## src/rtl/fifo_pkg.sv

```systemverilog
// Shared sizing helpers and lane-prefix arithmetic for the multi-lane FIFO.
package fifo_pkg;

    localparam int unsigned MAX_LANES = 32;

    function automatic int unsigned ptr_width(input int unsigned n_entries);
        return $clog2(n_entries);
    endfunction

    // One extra bit distinguishes full from empty when pointers match.
    function automatic int unsigned ctr_width(input int unsigned n_entries);
        return ptr_width(n_entries) + 1;
    endfunction

    function automatic int unsigned leading_ones_count(input logic [MAX_LANES-1:0] vec,
                                                       input int unsigned          lanes);
        int unsigned cnt;
        logic        run;
        cnt = 0;
        run = 1'b1;
        for (int i = 0; i < MAX_LANES; i++) begin
            if (i < int'(lanes) && run) begin
                if (vec[i]) cnt = cnt + 1;
                else        run = 1'b0;
            end
        end
        return cnt;
    endfunction

endpackage

```

## src/rtl/fifo_multiport_if.sv

```systemverilog
// Producer/consumer bundle for fifo_multiport; master drives requests, slave is the FIFO.
interface fifo_multiport_if #(
    parameter int unsigned ENTRY_WIDTH = 32,
    parameter int unsigned N_ENTRIES   = 8,
    parameter int unsigned ENQ_LANES   = 2,
    parameter int unsigned DEQ_LANES   = 2
);
    localparam int unsigned CTR_WIDTH = $clog2(N_ENTRIES) + 1;

    logic                                  flush;
    logic [ENQ_LANES-1:0]                  enq_valid;
    logic [ENQ_LANES-1:0][ENTRY_WIDTH-1:0] enq_data;
    logic [ENQ_LANES-1:0]                  enq_ready;
    logic [DEQ_LANES-1:0]                  deq_ready;
    logic [DEQ_LANES-1:0]                  deq_valid;
    logic [DEQ_LANES-1:0][ENTRY_WIDTH-1:0] deq_data;
    logic [CTR_WIDTH-1:0]                  occupancy;
    logic [CTR_WIDTH-1:0]                  free_slots;

    modport master (
        output flush, enq_valid, enq_data, deq_ready,
        input  enq_ready, deq_valid, deq_data, occupancy, free_slots
    );

    modport slave (
        input  flush, enq_valid, enq_data, deq_ready,
        output enq_ready, deq_valid, deq_data, occupancy, free_slots
    );
endinterface

```

## src/rtl/fifo_multiport_lane_prefix_count.sv

```systemverilog
// Combinational count of the leading run of ones starting at lane 0.
module lane_prefix_count
    import fifo_pkg::*;
#(
    parameter  int unsigned LANES     = 2,
    localparam int unsigned CNT_WIDTH = $clog2(LANES + 1)
) (
    input  logic [LANES-1:0]     i_vec,
    output logic [CNT_WIDTH-1:0] o_count
);
    logic [MAX_LANES-1:0] w_vec;

    always_comb begin
        w_vec            = '0;
        w_vec[LANES-1:0] = i_vec;
        o_count          = CNT_WIDTH'(leading_ones_count(w_vec, LANES));
    end
endmodule

```

## src/rtl/fifo_multiport.sv

```systemverilog
// In-order multi-lane circular FIFO with synchronous flush and occupancy reporting.
module fifo_multiport
    import fifo_pkg::*;
#(
    parameter int unsigned ENTRY_WIDTH = 32,
    parameter int unsigned N_ENTRIES   = 8,
    parameter int unsigned ENQ_LANES   = 2,
    parameter int unsigned DEQ_LANES   = 2
) (
    input logic             clk,
    input logic             rst_aL,
    fifo_multiport_if.slave bus
);
    localparam int unsigned PTR_WIDTH = ptr_width(N_ENTRIES);
    localparam int unsigned CTR_WIDTH = ctr_width(N_ENTRIES);
    localparam int unsigned ENQ_CW    = $clog2(ENQ_LANES + 1);
    localparam int unsigned DEQ_CW    = $clog2(DEQ_LANES + 1);

    logic [CTR_WIDTH-1:0]   r_enq_ctr, r_deq_ctr;
    logic [ENTRY_WIDTH-1:0] r_mem [N_ENTRIES];

    logic [CTR_WIDTH-1:0] w_occupancy, w_free_slots;
    logic [PTR_WIDTH-1:0] w_enq_ptr, w_deq_ptr;
    logic [ENQ_LANES-1:0] w_enq_ready, w_enq_fire;
    logic [DEQ_LANES-1:0] w_deq_valid, w_deq_fire;
    logic [ENQ_CW-1:0]    w_n_enq;
    logic [DEQ_CW-1:0]    w_n_deq;

    // Readiness and visibility come from registered counters only: no bypass, no same-cycle credit.
    always_comb begin
        w_enq_ptr    = r_enq_ctr[PTR_WIDTH-1:0];
        w_deq_ptr    = r_deq_ctr[PTR_WIDTH-1:0];
        w_occupancy  = r_enq_ctr - r_deq_ctr;
        w_free_slots = CTR_WIDTH'(N_ENTRIES) - w_occupancy;
        for (int i = 0; i < ENQ_LANES; i++) begin
            w_enq_ready[i] = w_free_slots > CTR_WIDTH'(i);
            w_enq_fire[i]  = bus.enq_valid[i] & w_enq_ready[i];
        end
        for (int i = 0; i < DEQ_LANES; i++) begin
            w_deq_valid[i] = w_occupancy > CTR_WIDTH'(i);
            w_deq_fire[i]  = w_deq_valid[i] & bus.deq_ready[i];
        end
    end

    always_comb begin
        bus.enq_ready  = w_enq_ready;
        bus.deq_valid  = w_deq_valid;
        bus.occupancy  = w_occupancy;
        bus.free_slots = w_free_slots;
        for (int i = 0; i < DEQ_LANES; i++) begin
            bus.deq_data[i] = r_mem[w_deq_ptr + PTR_WIDTH'(i)];
        end
    end

    lane_prefix_count #(.LANES(ENQ_LANES)) u_enq_count (
        .i_vec   (w_enq_fire),
        .o_count (w_n_enq)
    );

    lane_prefix_count #(.LANES(DEQ_LANES)) u_deq_count (
        .i_vec   (w_deq_fire),
        .o_count (w_n_deq)
    );

    always_ff @(posedge clk or negedge rst_aL) begin
        if (!rst_aL) begin
            r_enq_ctr <= '0;
            r_deq_ctr <= '0;
            for (int k = 0; k < N_ENTRIES; k++) r_mem[k] <= '0;
        end else if (bus.flush) begin
            r_deq_ctr <= r_enq_ctr;
        end else begin
            r_enq_ctr <= r_enq_ctr + CTR_WIDTH'(w_n_enq);
            r_deq_ctr <= r_deq_ctr + CTR_WIDTH'(w_n_deq);
            for (int k = 0; k < ENQ_LANES; k++) begin
                if (ENQ_CW'(k) < w_n_enq) r_mem[w_enq_ptr + PTR_WIDTH'(k)] <= bus.enq_data[k];
            end
        end
    end
endmodule

```

## src/flat_wrapper.sv

```systemverilog
// flat-port wrapper written by rule: the top's interface ports become plain ports
module fifo_multiport_flat import fifo_pkg::*;
#(
    parameter int unsigned ENTRY_WIDTH = 32,
    parameter int unsigned N_ENTRIES   = 8,
    parameter int unsigned ENQ_LANES   = 2,
    parameter int unsigned DEQ_LANES   = 2
)
  (clk, rst_aL, bus_flush, bus_enq_valid, bus_enq_data, bus_deq_ready, bus_enq_ready, bus_deq_valid, bus_deq_data, bus_occupancy, bus_free_slots);
  fifo_multiport_if #(.ENTRY_WIDTH(ENTRY_WIDTH), .N_ENTRIES(N_ENTRIES), .ENQ_LANES(ENQ_LANES), .DEQ_LANES(DEQ_LANES)) bus_i ();
  input logic clk;
  input logic rst_aL;
  input wire logic [$bits(bus_i.flush)-1:0] bus_flush;
  input wire logic [$bits(bus_i.enq_valid)-1:0] bus_enq_valid;
  input wire logic [$bits(bus_i.enq_data)-1:0] bus_enq_data;
  input wire logic [$bits(bus_i.deq_ready)-1:0] bus_deq_ready;
  output wire logic [$bits(bus_i.enq_ready)-1:0] bus_enq_ready;
  output wire logic [$bits(bus_i.deq_valid)-1:0] bus_deq_valid;
  output wire logic [$bits(bus_i.deq_data)-1:0] bus_deq_data;
  output wire logic [$bits(bus_i.occupancy)-1:0] bus_occupancy;
  output wire logic [$bits(bus_i.free_slots)-1:0] bus_free_slots;
  assign bus_i.flush = bus_flush;
  assign bus_i.enq_valid = bus_enq_valid;
  assign bus_i.enq_data = bus_enq_data;
  assign bus_i.deq_ready = bus_deq_ready;
  assign bus_enq_ready = bus_i.enq_ready;
  assign bus_deq_valid = bus_i.deq_valid;
  assign bus_deq_data = bus_i.deq_data;
  assign bus_occupancy = bus_i.occupancy;
  assign bus_free_slots = bus_i.free_slots;
  fifo_multiport #(.ENTRY_WIDTH(ENTRY_WIDTH), .N_ENTRIES(N_ENTRIES), .ENQ_LANES(ENQ_LANES), .DEQ_LANES(DEQ_LANES)) u_core (.clk(clk), .rst_aL(rst_aL), .bus(bus_i));
endmodule
```

## config.mk

```make
export PLATFORM = sky130hd
export DESIGN_NAME = fifo_multiport_flat
export DESIGN_NICKNAME = d
export VERILOG_FILES = /design/src/rtl/fifo_pkg.sv /design/src/rtl/fifo_multiport_if.sv /design/src/rtl/fifo_multiport_lane_prefix_count.sv /design/src/rtl/fifo_multiport.sv /design/src/flat_wrapper.sv
export SDC_FILE = /design/constraint.sdc
export NUM_CORES = 1
export LEC_CHECK = 0
export BUFFER_PORTS_ARGS = -buffer_cell sky130_fd_sc_hd__buf_2
export CORE_MARGIN = 4
export CORE_UTILIZATION = 65
export DETAILED_ROUTE_END_ITERATION = 6
export PLACE_DENSITY_LB_ADDON = 0.1
export SETUP_SLACK_MARGIN = 0.2
export SYNTH_ARGS = -nofsm -noshare
export SYNTH_HDL_FRONTEND = slang
export SYNTH_SLANG_ARGS = --single-unit
```

## constraint.sdc

```tcl
create_clock -name clk -period 11 [get_ports clk]
set_input_delay 0.55 -clock clk [delete_from_list [all_inputs] [get_ports clk]]
set_output_delay 0.55 -clock clk [all_outputs]
set_load 0.005 [all_outputs]
```

==> qor.txt <==
DR WL/cell = 28.3 um
Clock Path Buffers = 3
Period utilization = 50.7%
Die area = 0.0279 mm2
Async S/R FF share, synth = 100%
Io pins = 147
Outcome = finished clean
Required @ worst endpoint = 11.49 ns
Ratio of cells with drive above 1 in the final layout = 30.2%
Via count = 13,300
Clk sink count = 264
Mean post-synth cell area = 12.0 um2
Fillers = 1,663
GR Overflow Total = 0
Reg clk slew, reported paths = 0.06 ns
Post-synth net total = 1,450
Total negative setup slack = 0 ns
CTS tree = built
Gr usage total = 34.1%
Simple-Gate Fraction of Synth Area = 3.46%
Post-CTS setup buffer count = 0
Number of buffers created by CTS = 29
Skew-Pair Late Insertion Delay = 0.56 ns
Worst-Margin Slew = 1.26 ns
Row Count = 57
Critical path endpoint category = flop
Max Clk Rate = 179 MHz
Min Tclk post-route = 5.57 ns
Antenna cells = 0
Synth Cell Area = 0.0164 mm2
CTS root buffer = clkbuf_16
Synth Flop Type = dfrtp_1
Final nets = 1,446
Total power = 6910 uW
Worst r2r src = u_core.r_deq_ctr[2]
Mapped Cells = 1,364
Largest net degree at the start of global routing = 117
R2r worst-path depth = 10
Final Wtd Congestion = 0.879
Detailed Route Iter0 Violations = 1,578
Main combinational cell family by area after synthesis = compound AO/OA/AOI/OAI gates
R2R Path End = u_core.r_mem[222]
Warnings, synthesis = 0
Power Dens Cells = 379 mW/mm2
# resized after CTS = 0
Final hold vios = 0
Critical Path Start Type = flop
Vias in the first global route = 13,500
Worst-path fanout max = 33
Antenna-violating nets left = 0
Vias per cell = 7.81
Dpl hpwl = 27,900 um
Post-synthesis adder-cell area fraction = 1.28%
Slew Viols, Final = 0
H-tree levels = 1
Post-synthesis sequential area ratio = 40.3%
Worst reg-to-reg setup slack = 5.43 ns
Most frequent cells in the layout = o22a_1 (512), dfrtp_1 (261), buf_2 (144)
Initial antenna violation count = 0
Endpoints failing setup = 0
Port bufs = 146
Number of flops mapped to enable cells by yosys = 0
Synthesized flop and latch total = 264
RSZ-0062 raised after global routing = no
Die Ht = 167 um
Core area = 0.0246 mm2
Starting density of the core = 66.7%
Cts hold-fix bufs = 0
First-pass GRT wire length = 77,300 um
Max-Cap Viols = 0
Leak = 0.00661 uW
Clk_skew = 0.0131 ns
Rel. slew slack = 15.7%
Detailed Route WL = 48,200 um
1st-pass router iterations = 6
CP arrival = 6.06 ns
Die Wd = 167 um
Synth Area in XOR/XNOR = 0.732%
Synth cell types = 37
Type of the worst min-delay path = in2async
Area delta synth->final = 11.0%
CP Class = reg2reg
Compound-Gate Fraction of Synth Area = 28.8%
Post-synthesis mux area share = 19.9%
# DRC = 0
Most common cell after layout, fill and taps aside = o22a_1
VDD IR-drop max = 0.000721 V
[cells by family after synthesis]
group	count (synthesis)
AO/OA/AOI/OAI	547
flip-flops	264
buffers and inverters	226
multiplexers	162
AND/OR/NAND/NOR	138
adder cells (fa/ha/maj)	15
XOR/XNOR	12
[synthesized netlist by cell type, types with 3 or more instances]
cell type	instances	area, um2
o22a_1	512	4480
dfrtp_1	264	6610
mux4_2	128	2880
clkbuf_1	109	409
nand2_1	105	394
buf_1	52	195
buf_2	47	235
mux2_2	32	360
inv_1	15	56.3
ha_1	12	150
nor2_1	11	41.3
o21ai_1	9	45.0
a21oi_2	8	70.1
nor3_1	7	35.0
o21ai_2	7	61.3
xnor2_1	6	52.6
o21ai_0	5	25.0
xor2_1	5	43.8
a21oi_1	3	15.0
fa_1	3	60.1
[critical path: stages (launching register included)]
cell and delay, ns:
dfrtp_2 0.36, clkinv_1 0.67, buf_4 0.49, ha_1 0.36, xor2_1 0.41, or2_1 0.73, and2_1 0.81, o21ai_4 0.10
buf_4 0.30, a21oi_4 0.95, o22a_1 0.27
[area by class of cell]
type | instances | area (um2) | share of cell area, %
clock inverters | 18 | 253 | 1.39
multi-input cells | 874 | 9140 | 50.1
flip-flops and latches | 264 | 6620 | 36.3
repair buffers | 175 | 967 | 5.31
well taps | 324 | 405 | 2.23
clock buffers | 36 | 782 | 4.29
inverters | 16 | 60.1 | 0.330
[worst max path at each step]
stage,startpoint,to,cells past startpoint
3_3_place_gp,u_core.r_deq_ctr[2],u_core.r_mem[222],10
5_1_grt,u_core.r_deq_ctr[2],u_core.r_mem[222],10
2_1_floorplan,u_core.r_deq_ctr[1],u_core.r_enq_ctr[2],18
6_report,u_core.r_deq_ctr[2],u_core.r_mem[222],10
3_5_place_dp,u_core.r_deq_ctr[2],u_core.r_mem[190],10
4_1_cts,u_core.r_deq_ctr[2],u_core.r_mem[169],10
[through the flow]
| stage | instances | cell area, um2 | utilization (%) | hold slack (ns) | worst slack, ns |
|---|---|---|---|---|---|
| after floorplan | 1364 | 16400 | - | 0.254 | 6.53 |
| after global placement | 1653 | 17200 | 69.8 | 0.483 | 5.73 |
| after detailed placement | 1653 | 17200 | 69.8 | 0.505 | 5.55 |
| after CTS | 1707 | 18200 | 74.0 | 0.134 | 5.53 |
| after global routing | 1707 | 18200 | 74.0 | 0.151 | 5.14 |
| final | 1707 | 18200 | 74.0 | 0.0495 | 5.43 |
[state kept, by name (all words and copies together) (netlist names)]
name	flops
u_core.r_enq_ctr	4
u_core.r_deq_ctr	4
u_core.r_mem	256
[routing by layer]
metal	GRT usage, %	routed length [um]	part of all wire (%)	vias to the layer above
met2	53.8	23300	48	824
met3	6.47	4380	9.1	97
met5	0	0	0	-
met4	10.2	1290	2.7	0
li1	-	-	-	5458
met1	48.9	19300	40	6947
[power by group]
part	internal, uW	total [uW]	switching [uW]
logic	2050	3890	1840
clock network	645	1060	415
registers	1480	1950	476
No activity file was read; power rests on OpenSTA's default activity.
